<file path="src/rtl/mem_access_unit_if.sv">
// rtl/mem_access_unit_if.sv - request/response and data-memory bus bundle for mem_access_unit
//
// Purpose: groups the pipeline request/response handshake and the data-memory
// port of mem_access_unit into one interface.
// Ports (signals):
//   req_valid/req_ready/req_we/req_word/req_signed/req_addr/req_wdata - request
//   rsp_valid/rsp_data                                                - response pulse
//   busy                                                              - sequencer not idle
//   mem_addr/mem_in/mem_mov_sz/mem_write_en/mem_out                   - data memory port
// Modports: slave = the unit itself, master = the pipeline/memory side.

interface mem_access_unit_if #(
  parameter int ADDR_LEN = 16
);
  logic                req_valid;
  logic                req_ready;
  logic                req_we;
  logic                req_word;
  logic                req_signed;
  logic [ADDR_LEN-1:0] req_addr;
  logic [15:0]         req_wdata;
  logic                rsp_valid;
  logic [15:0]         rsp_data;
  logic                busy;
  logic [ADDR_LEN-1:0] mem_addr;
  logic [15:0]         mem_in;
  logic                mem_mov_sz;
  logic                mem_write_en;
  logic [15:0]         mem_out;

  modport slave (
    input  req_valid, req_we, req_word, req_signed, req_addr, req_wdata, mem_out,
    output req_ready, rsp_valid, rsp_data, busy, mem_addr, mem_in, mem_mov_sz, mem_write_en
  );

  modport master (
    output req_valid, req_we, req_word, req_signed, req_addr, req_wdata, mem_out,
    input  req_ready, rsp_valid, rsp_data, busy, mem_addr, mem_in, mem_mov_sz, mem_write_en
  );
endinterface

</file>
<file path="src/rtl/mem_access_unit.sv">
// rtl/mem_access_unit.sv - load/store sequencer between execute stage and byte-addressed data memory
//
// Purpose: accepts one request at a time; stores are a single write cycle
// (16-bit stores use the memory's word-write option), loads are sequential
// byte reads against a one-cycle registered read port, assembled
// little-endian and sign/zero-extended for byte loads.
// Ports:
//   clk - system clock
//   rst - synchronous active-high reset
//   bus - mem_access_unit_if.slave (request, response, memory port, busy)

module mem_access_unit #(
  parameter int ADDR_LEN = 16
) (
  input  logic                clk,
  input  logic                rst,
  mem_access_unit_if.slave    bus
);

  localparam logic [2:0] S_IDLE  = 3'd0;
  localparam logic [2:0] S_WRITE = 3'd1;
  localparam logic [2:0] S_ISSUE = 3'd2;
  localparam logic [2:0] S_LO    = 3'd3;
  localparam logic [2:0] S_HI    = 3'd4;
  localparam logic [2:0] S_RESP  = 3'd5;

  logic [2:0]          state_q, state_d;
  logic [ADDR_LEN-1:0] addr_q;
  logic [15:0]         wdata_q;
  logic [7:0]          lo_q;
  logic [7:0]          hi_q;
  logic [15:0]         rsp_data_q;
  logic                word_q;
  logic                we_q;
  logic                signed_q;
  logic [15:0]         rsp_value;
  logic                accept;
  logic                unused_mem_hi;

  // Only the low byte of the memory read port carries data.
  assign unused_mem_hi = ^bus.mem_out[15:8];

  assign accept = (state_q == S_IDLE) && bus.req_valid;

  always_comb begin
    state_d = state_q;
    case (state_q)
      S_IDLE:  if (bus.req_valid) state_d = bus.req_we ? S_WRITE : S_ISSUE;
      S_WRITE: state_d = S_RESP;
      S_ISSUE: state_d = S_LO;
      S_LO:    state_d = word_q ? S_HI : S_RESP;
      S_HI:    state_d = S_RESP;
      S_RESP:  state_d = S_IDLE;
      default: state_d = S_IDLE;
    endcase
  end

  always_comb begin
    rsp_value = 16'h0000;
    if (!we_q) begin
      if (word_q)        rsp_value = {hi_q, lo_q};
      else if (signed_q) rsp_value = {{8{lo_q[7]}}, lo_q};
      else               rsp_value = {8'h00, lo_q};
    end
  end

  always_ff @(posedge clk) begin
    if (rst) begin
      state_q    <= S_IDLE;
      addr_q     <= '0;
      wdata_q    <= 16'h0000;
      lo_q       <= 8'h00;
      hi_q       <= 8'h00;
      rsp_data_q <= 16'h0000;
      word_q     <= 1'b0;
      we_q       <= 1'b0;
      signed_q   <= 1'b0;
    end else begin
      state_q <= state_d;
      if (accept) begin
        addr_q   <= bus.req_addr;
        wdata_q  <= bus.req_wdata;
        we_q     <= bus.req_we;
        word_q   <= bus.req_word;
        signed_q <= bus.req_signed;
      end
      // The byte read issued in the previous cycle is on mem_out now.
      if (state_q == S_LO) lo_q <= bus.mem_out[7:0];
      if (state_q == S_HI) hi_q <= bus.mem_out[7:0];
      // Latch the result so rsp_data holds after the pulse.
      if (state_q == S_RESP) rsp_data_q <= rsp_value;
    end
  end

  assign bus.req_ready    = !rst && (state_q == S_IDLE);
  assign bus.busy         = (state_q != S_IDLE);
  assign bus.rsp_valid    = (state_q == S_RESP);
  // During RESP the result comes straight from lo/hi so the pulse cycle
  // already carries the new value; afterwards the latched copy holds it.
  assign bus.rsp_data     = (state_q == S_RESP) ? rsp_value : rsp_data_q;
  assign bus.mem_write_en = !rst && (state_q == S_WRITE);
  assign bus.mem_mov_sz   = (state_q == S_WRITE) && word_q;
  assign bus.mem_in       = wdata_q;
  // LO presents the high-byte address so its read overlaps lo capture.
  assign bus.mem_addr     = ((state_q == S_LO) || (state_q == S_HI)) ? (addr_q + ADDR_LEN'(1)) : addr_q;

endmodule

</file>
<file path="src/flat_wrapper.sv">
// flat-port wrapper written by rule: the top's interface ports become plain ports
module mem_access_unit_flat 
#(
  parameter int ADDR_LEN = 16
)
  (clk, rst, bus_req_valid, bus_req_we, bus_req_word, bus_req_signed, bus_req_addr, bus_req_wdata, bus_mem_out, bus_req_ready, bus_rsp_valid, bus_rsp_data, bus_busy, bus_mem_addr, bus_mem_in, bus_mem_mov_sz, bus_mem_write_en);
  mem_access_unit_if #(.ADDR_LEN(ADDR_LEN)) bus_i ();
  input  logic clk;
  input  logic rst;
  input wire logic [$bits(bus_i.req_valid)-1:0] bus_req_valid;
  input wire logic [$bits(bus_i.req_we)-1:0] bus_req_we;
  input wire logic [$bits(bus_i.req_word)-1:0] bus_req_word;
  input wire logic [$bits(bus_i.req_signed)-1:0] bus_req_signed;
  input wire logic [$bits(bus_i.req_addr)-1:0] bus_req_addr;
  input wire logic [$bits(bus_i.req_wdata)-1:0] bus_req_wdata;
  input wire logic [$bits(bus_i.mem_out)-1:0] bus_mem_out;
  output wire logic [$bits(bus_i.req_ready)-1:0] bus_req_ready;
  output wire logic [$bits(bus_i.rsp_valid)-1:0] bus_rsp_valid;
  output wire logic [$bits(bus_i.rsp_data)-1:0] bus_rsp_data;
  output wire logic [$bits(bus_i.busy)-1:0] bus_busy;
  output wire logic [$bits(bus_i.mem_addr)-1:0] bus_mem_addr;
  output wire logic [$bits(bus_i.mem_in)-1:0] bus_mem_in;
  output wire logic [$bits(bus_i.mem_mov_sz)-1:0] bus_mem_mov_sz;
  output wire logic [$bits(bus_i.mem_write_en)-1:0] bus_mem_write_en;
  assign bus_i.req_valid = bus_req_valid;
  assign bus_i.req_we = bus_req_we;
  assign bus_i.req_word = bus_req_word;
  assign bus_i.req_signed = bus_req_signed;
  assign bus_i.req_addr = bus_req_addr;
  assign bus_i.req_wdata = bus_req_wdata;
  assign bus_i.mem_out = bus_mem_out;
  assign bus_req_ready = bus_i.req_ready;
  assign bus_rsp_valid = bus_i.rsp_valid;
  assign bus_rsp_data = bus_i.rsp_data;
  assign bus_busy = bus_i.busy;
  assign bus_mem_addr = bus_i.mem_addr;
  assign bus_mem_in = bus_i.mem_in;
  assign bus_mem_mov_sz = bus_i.mem_mov_sz;
  assign bus_mem_write_en = bus_i.mem_write_en;
  mem_access_unit #(.ADDR_LEN(ADDR_LEN)) u_core (.clk(clk), .rst(rst), .bus(bus_i));
endmodule
</file>
<file path="config.mk">
export PLATFORM = sky130hd
export DESIGN_NAME = mem_access_unit_flat
export DESIGN_NICKNAME = d
export VERILOG_FILES = /design/src/rtl/mem_access_unit_if.sv /design/src/rtl/mem_access_unit.sv /design/src/flat_wrapper.sv
export SDC_FILE = /design/constraint.sdc
export NUM_CORES = 1
export LEC_CHECK = 0
export BUFFER_PORTS_ARGS = -buffer_cell sky130_fd_sc_hd__clkbuf_2
export CAP_MARGIN = 20
export CORE_UTILIZATION = 49
export CTS_CLUSTER_DIAMETER = 200
export DETAILED_ROUTE_END_ITERATION = 7
export GPL_TIMING_DRIVEN = 0
export PLACE_DENSITY = 0.79
export SLEW_MARGIN = 10
export SYNTH_ARGS = -nofsm -noshare
export SYNTH_HDL_FRONTEND = slang
export SYNTH_SLANG_ARGS = --single-unit
</file>
<file path="constraint.sdc">
create_clock -name clk -period 1.8 [get_ports clk]
set_input_delay 0.27 -clock clk [delete_from_list [all_inputs] [get_ports clk]]
set_output_delay 0.27 -clock clk [all_outputs]
set_load 0.005 [all_outputs]
</file>
==> results.cfg, run 1 <==
[synthesis]
fraction_of_synthesized_cell_area_taken_by_the_top_area_cell_type_pct = 46.2
synth_edf_count = 0
yosys_most_used_dff = sky130_fd_sc_hd__dfxtp_1
synth_top_area_cell = sky130_fd_sc_hd__dfxtp_1
sequential_area_share_after_synthesis_pct = 46.2
synth_cell_types = 36
number_of_warnings_printed_during_yosys_synthesis = 0
synthMostInstantiatedCell = sky130_fd_sc_hd__nand2_1
top_post_synthesis_cells_by_count = sky130_fd_sc_hd__nand2_1 (122), sky130_fd_sc_hd__dfxtp_1 (70), sky130_fd_sc_hd__a21oi_1 (56)
syn_nets = 437
synth.top_cells.by_area = sky130_fd_sc_hd__dfxtp_1 (46%), sky130_fd_sc_hd__nand2_1 (15%), sky130_fd_sc_hd__a21oi_1 (9.2%)
mappedNetlistArea_mm2 = 0.00304
synth.avg_cell_area_um2 = 7.95
postSynthCellCount = 382
async_reset_ff_share_pct = 0
yosys_register_bits = 70

[min_path]
worstHoldPathType = in -> reg
worstHoldStart = bus_req_wdata[5]

[cells_and_area]
instances_no_fill = 592
final_nets = 567
insertedDiodeCount = 0
areaGrowthSynthToFinish_pct = 46.3
layout-drive-gt1-share_pct = 40.2

[clock_network]
clkLatencyLatePin_ns = 0.35
deepest_clock_path_buffer_count = 2
clock-root-buffer = sky130_fd_sc_hd__clkbuf_8
clk_pin_slew_worst_setup_hold_paths_ns = 0.08
cts_made_buffers = 9
cts_tree = yes
cts_sinks = 70
h-tree-depth = 3
number_of_buffers_inserted_for_hold_repair_after_clock_tree_synthesis = 0

[run_status]
status = finished, violations left
violations = setup timing

[timing]
final.setup.tns_ns = -7.31
min_period_over_period_pct = 119
tightestPinTransition_ns = 0.542
clock_skew_ns = 0.00920
finalCriticalPeriod_ns = 2.15
rsz0062_at_grt = true
slew_headroom_pct = 63.8
maximum_clock_frequency_mhz = 466
worst_slack_ns = -0.347
slew_viol_final = 0
hold_violations = 0
finalSetupViolations = 33

[floorplanning]
rows = 28
floorplan.io_pins = 107
initial_util_pct = 51.0
die_area_mm2 = 0.00651
fp.dieW_um = 80.7
coreArea_mm2 = 0.00596
die_h_um = 80.7

[power]
finalPower_mw = 3.68
power.density_cell_area_mw_per_mm2 = 829
vdd_ir_drop_max_uv = 651
static-leakage-power_nw = 1.91

[critical_path]
r2r_path_start = u_core.state_q[1]
crit_type = reg -> out
worst_setup_path_start_kind = register
worst_ep_arrival_time_ns = 1.88
setup.worst_path.end_class = output port
cp-startpoint = u_core.state_q[1]
worst_ep_required_time_ns = 1.53
critical_path.max_fanout = 5

[flow_run]
max-cap-violations = 0

[route]
route.final.wire_length_um = 8300
drtAntennaViolNets = 0
post_drt_wl_per_cell_um = 14.0
drt_pass1_iterations = 4
route.detailed.vias_per_inst = 5.11
drt_drc_violations_left = 0
dr.first_iter.drc_count = 133
detailroute.via_count = 3023

[global_routing]
grt-ovfl-total = 0
pin_count_of_the_biggest_net_entering_global_routing = 13
antenna_found_initial = 0
total_routing_usage_reported_by_global_routing_pct = 26.6
first_global_vias = 2953
grt_pass1_wl_um = 13100

[place]
dp.final_hpwl_um = 5320
gpl.final_weighted_congestion = 0.807
port_buffers = 97
placedCellCount = 554
[timing repair]
action                                  CTS  global route
setup buffers                            19             5
gates cloned                              3             0
endpoints found under the setup margin   33            36
pin swaps                                27            15
resized for setup                        82            51
hold endpoints to repair                  0             0
[cell families after synthesis]
family / after synthesis / share of synthesized area [%]
AOI/OAI and AO/OA: 75 / 14.2
xor gates and xnor gates: 15 / 4.33
adders and majority gates: 1 / 0.412
buffers and inverters: 32 / 4.82
DFF: 70 / 46.2
muxes: 1 / 0.371
and+or+nand+nor: 188 / 29.7
[where the power goes]
group	switching [mW]	internal (mW)	total, mW
Sequential	0.0785	1.65	1.73
Combinational	0.429	0.373	0.802
Clock	0.617	0.535	1.15
[layout make-up]
class	instances	area (um2)
plain buffers	21	160
clock buffers	11	141
clock inverters	5	35.0
fillers	462	1510
inverters	6	27.5
multi-input cells	280	1810
flip-flops and latches	70	1410
well taps	75	93.8
repair buffers	124	762
[worst max-delay path: stages, from the launching register on]
cell and delay [ns]:
sky130_fd_sc_hd__dfxtp_2 0.33, sky130_fd_sc_hd__buf_6 0.12, sky130_fd_sc_hd__nor3b_4 0.25, sky130_fd_sc_hd__buf_4 0.17
sky130_fd_sc_hd__o2111ai_4 0.17, sky130_fd_sc_hd__nor3_2 0.17, sky130_fd_sc_hd__xor2_1 0.18, sky130_fd_sc_hd__clkbuf_2 0.14
[sequential cells by signal (all words and copies together), names as in the netlist]
register and flops:
u_core.addr_q 16, u_core.bus.mem_in 16, u_core.rsp_data_q 16, u_core.hi_q 8, u_core.lo_q 8, u_core.state_q 3
u_core.signed_q 1, u_core.we_q 1, u_core.word_q 1
[through the flow]
stage,setup WS [ns],hold slack [ns],util [%],cell area [um2]
global placement,-0.151,0.443,60.7,3610
CTS,-0.387,0.131,72.1,4300
finish,-0.347,0.131,74.6,4440
detailed placement,-0.260,0.446,60.7,3610
global route,-0.435,0.137,74.6,4440
floorplan,0.106,0.406,-,3040
[worst paths after layout]
kind / endpoint / slack (ns) / cells past startpoint
worst max register to register: u_core.bus.mem_in[3] / 0.12 / 7
worst min register to register: u_core.bus.mem_in[7] / 0.45 / 2
worst min-delay path: u_core.bus.mem_in[5] / 0.13 / 3
worst max-delay path: bus_mem_addr[11] / -0.35 / 7
[placed cells by master, fill, tap and decap left out, types with 4 or more instances in the layout]
cell type and count:
sky130_fd_sc_hd__clkinvlp_4 4, sky130_fd_sc_hd__xor2_1 7, sky130_fd_sc_hd__o21ai_2 6, sky130_fd_sc_hd__inv_1 4, sky130_fd_sc_hd__nor2b_1 25, sky130_fd_sc_hd__dfxtp_1 65
sky130_fd_sc_hd__xnor2_1 6, sky130_fd_sc_hd__nand2_1 106, sky130_fd_sc_hd__clkbuf_8 10, sky130_fd_sc_hd__nor2_1 4, sky130_fd_sc_hd__dfxtp_2 5, sky130_fd_sc_hd__a21oi_1 56
sky130_fd_sc_hd__clkbuf_1 11, sky130_fd_sc_hd__buf_2 14, sky130_fd_sc_hd__clkbuf_2 83, sky130_fd_sc_hd__o31ai_4 8, sky130_fd_sc_hd__nand2_4 14, sky130_fd_sc_hd__nand2b_1 9
sky130_fd_sc_hd__buf_6 8, sky130_fd_sc_hd__buf_4 22
[layer usage]
metal	global-route usage (%)	up-vias	share of wire, %
met5	0	-	0
met4	10.4	0	2.0
met3	5.11	15	4.8
met2	49.7	82	53
met1	29.4	1417	41
li1	-	1509	-
No activity file was read; power rests on OpenSTA's default activity.
==> run 2: changes to the inputs <==
--- a/config.mk
+++ b/config.mk
@@ -16,3 +16,4 @@
 export SYNTH_ARGS = -nofsm -noshare
 export SYNTH_HDL_FRONTEND = slang
 export SYNTH_SLANG_ARGS = --single-unit
+export TNS_END_PERCENT = 30
==> run 2 against run 1 <==
Net effect: the run still ends with setup timing left; clock power about the same; die area unchanged; sequential share of layout area increased by 1.8 points; via count decreased by 2.6%; critical endpoint is now bus_mem_addr[12]; highest routed layer unchanged.
==> results.cfg, run 2 (synthesized netlist as in run 1, its figures left out) <==
[run_status]
violations = setup timing
status = finished, violations left

[floorplanning]
initial_util_pct = 51.0
coreArea_mm2 = 0.00596
fp.dieW_um = 80.7
floorplan.io_pins = 107
die_area_mm2 = 0.00651
die_h_um = 80.7
rows = 28

[place]
post-place-ws_ns = -0.260
postPlaceCellArea_mm2 = 0.00361
dp.final_hpwl_um = 5320
gpl.final_weighted_congestion = 0.807
port_buffers = 97

[critical_path]
setup.worst_path.end_class = output port
worst_ep_arrival_time_ns = 1.86
critical_path.max_fanout = 4
worst_ep_required_time_ns = 1.53
worst_setup_path_start_kind = register
crit_type = reg -> out

[timing]
clock_skew_ns = 0.00962
tightestPinTransition_ns = 0.525
final.hold.worst_slack_ns = 0.141
slew_headroom_pct = 65.0
maximum_clock_frequency_mhz = 469
final.setup.tns_ns = -5.96
slew_viol_final = 0
min_period_over_period_pct = 119
worst_slack_ns = -0.334
rsz0062_at_grt = true
hold_violations = 0
finalCriticalPeriod_ns = 2.13
finalSetupViolations = 33

[cells_and_area]
layout.cells.most_common_list = sky130_fd_sc_hd__nand2_1 (117), sky130_fd_sc_hd__clkbuf_2 (81), sky130_fd_sc_hd__dfxtp_1 (66)
insertedDiodeCount = 0
stdcell_area_mm2 = 0.00420
layout-drive-gt1-share_pct = 36.4
areaGrowthSynthToFinish_pct = 38.3
layout.cells.most_common = sky130_fd_sc_hd__nand2_1
final_nets = 561

[clock_network]
cts_sinks = 70
deepest_clock_path_buffer_count = 2
clk_pin_slew_worst_setup_hold_paths_ns = 0.08
h-tree-depth = 3
cts_made_buffers = 9
cts_tree = yes
clock-root-buffer = sky130_fd_sc_hd__clkbuf_8
clkLatencyLatePin_ns = 0.34

[route]
detailroute.via_count = 2944
route.detailed.vias_per_inst = 5.02
drt_drc_violations_left = 0
dr.first_iter.drc_count = 106
post_drt_wl_per_cell_um = 13.3
drtAntennaViolNets = 0
route.final.wire_length_um = 7780
drt_pass1_iterations = 4

[global_routing]
grt-ovfl-total = 0
first_global_vias = 2814
pin_count_of_the_biggest_net_entering_global_routing = 13
total_routing_usage_reported_by_global_routing_pct = 24.8
antenna_found_initial = 0
grt_pass1_wl_um = 12300

[min_path]
worstHoldPathType = in -> reg

[power]
power_switching_mw = 1.07
power.density_cell_area_mw_per_mm2 = 858
share_seq_of_total_power_pct = 47.9
sw_frac_of_total_pct = 29.8
static-leakage-power_nw = 1.80
vdd_ir_drop_max_uv = 564
p_clk_share_pct = 31.5
pwr-share-comb_pct = 20.7
internal-power_mw = 2.53

[flow_run]
max-cap-violations = 0
run 2: changes by cell type in the layout (fill, tap and decap cells not counted), sizes merged:
| cell | before | now |
|---|---|---|
| buf | 49 | 46 |
| inv | 5 | 6 |
| clkinv | 2 | 1 |
| clkbuf | 107 | 104 |
run 2: final cells by class:
| type | instances | area, um2 |
|---|---|---|
| inverter | 6 | 22.5 |
| multi-input combinational | 280 | 1670 |
| fill | 507 | 1760 |
| buffer | 22 | 155 |
| sequential | 70 | 1410 |
| clock buffer | 11 | 141 |
| tap | 75 | 93.8 |
| timing repair buffer | 117 | 672 |
| clock inverter | 5 | 35.0 |
run 2: path summary, 6_finish.rpt:
check | endpoint | start | cells past startpoint | slack, ns
hold / removal | u_core.bus.mem_in[5] | bus_req_wdata[5] | 3 | 0.14
hold reg to reg | u_core.bus.mem_in[7] | u_core.bus.mem_in[7] | 2 | 0.45
setup reg to reg | u_core.bus.mem_in[3] | u_core.state_q[0] | 7 | 0.14
setup / recovery | bus_mem_addr[12] | u_core.state_q[1] | 7 | -0.33
run 2: metrics by stage:
step	instances	power (mW)	utilization (%)
5_1_grt	586	3.80	70.5
2_1_floorplan	382	2.12	-
3_5_place_dp	554	2.36	60.7
3_3_place_gp	554	2.34	60.7
4_1_cts	582	3.56	66.7
6_report	586	3.60	70.5
run 2: repair_timing:
action,CTS,global route
resized for setup,34,63
gates cloned,0,1
setup endpoints to repair,33,37
setup buffers,13,6
hold buffers,0,0
pin swaps,9,17
run 2: power groups by stage:
| stage | Combinational [mW] | Sequential (mW) | Clock (mW) |
|---|---|---|---|
| floorplan | 0.383 | 1.74 | 0 |
| global placement | 0.598 | 1.74 | 0 |
| detailed placement | 0.610 | 1.75 | 0 |
| CTS | 0.689 | 1.72 | 1.15 |
| global route | 0.822 | 1.74 | 1.24 |
| finish | 0.745 | 1.72 | 1.13 |
run 2: per-layer routing:
| layer | share of wire, % | vias up | track usage, % |
|---|---|---|---|
| met3 | 5.8 | 12 | 5.11 |
| met4 | 1.5 | 0 | 10.0 |
| met1 | 41 | 1339 | 28.3 |
| li1 | - | 1494 | - |
| met5 | 0 | - | 0 |
| met2 | 52 | 99 | 44.7 |
run 2: worst max-delay path, cell delays in order (launching register included):
cell                        delay, ns
sky130_fd_sc_hd__dfxtp_2         0.33
sky130_fd_sc_hd__buf_6           0.12
sky130_fd_sc_hd__nor3b_4         0.26
sky130_fd_sc_hd__buf_4           0.16
sky130_fd_sc_hd__o2111ai_4       0.13
sky130_fd_sc_hd__nor2_2          0.16
sky130_fd_sc_hd__xor2_1          0.21
sky130_fd_sc_hd__buf_2           0.15
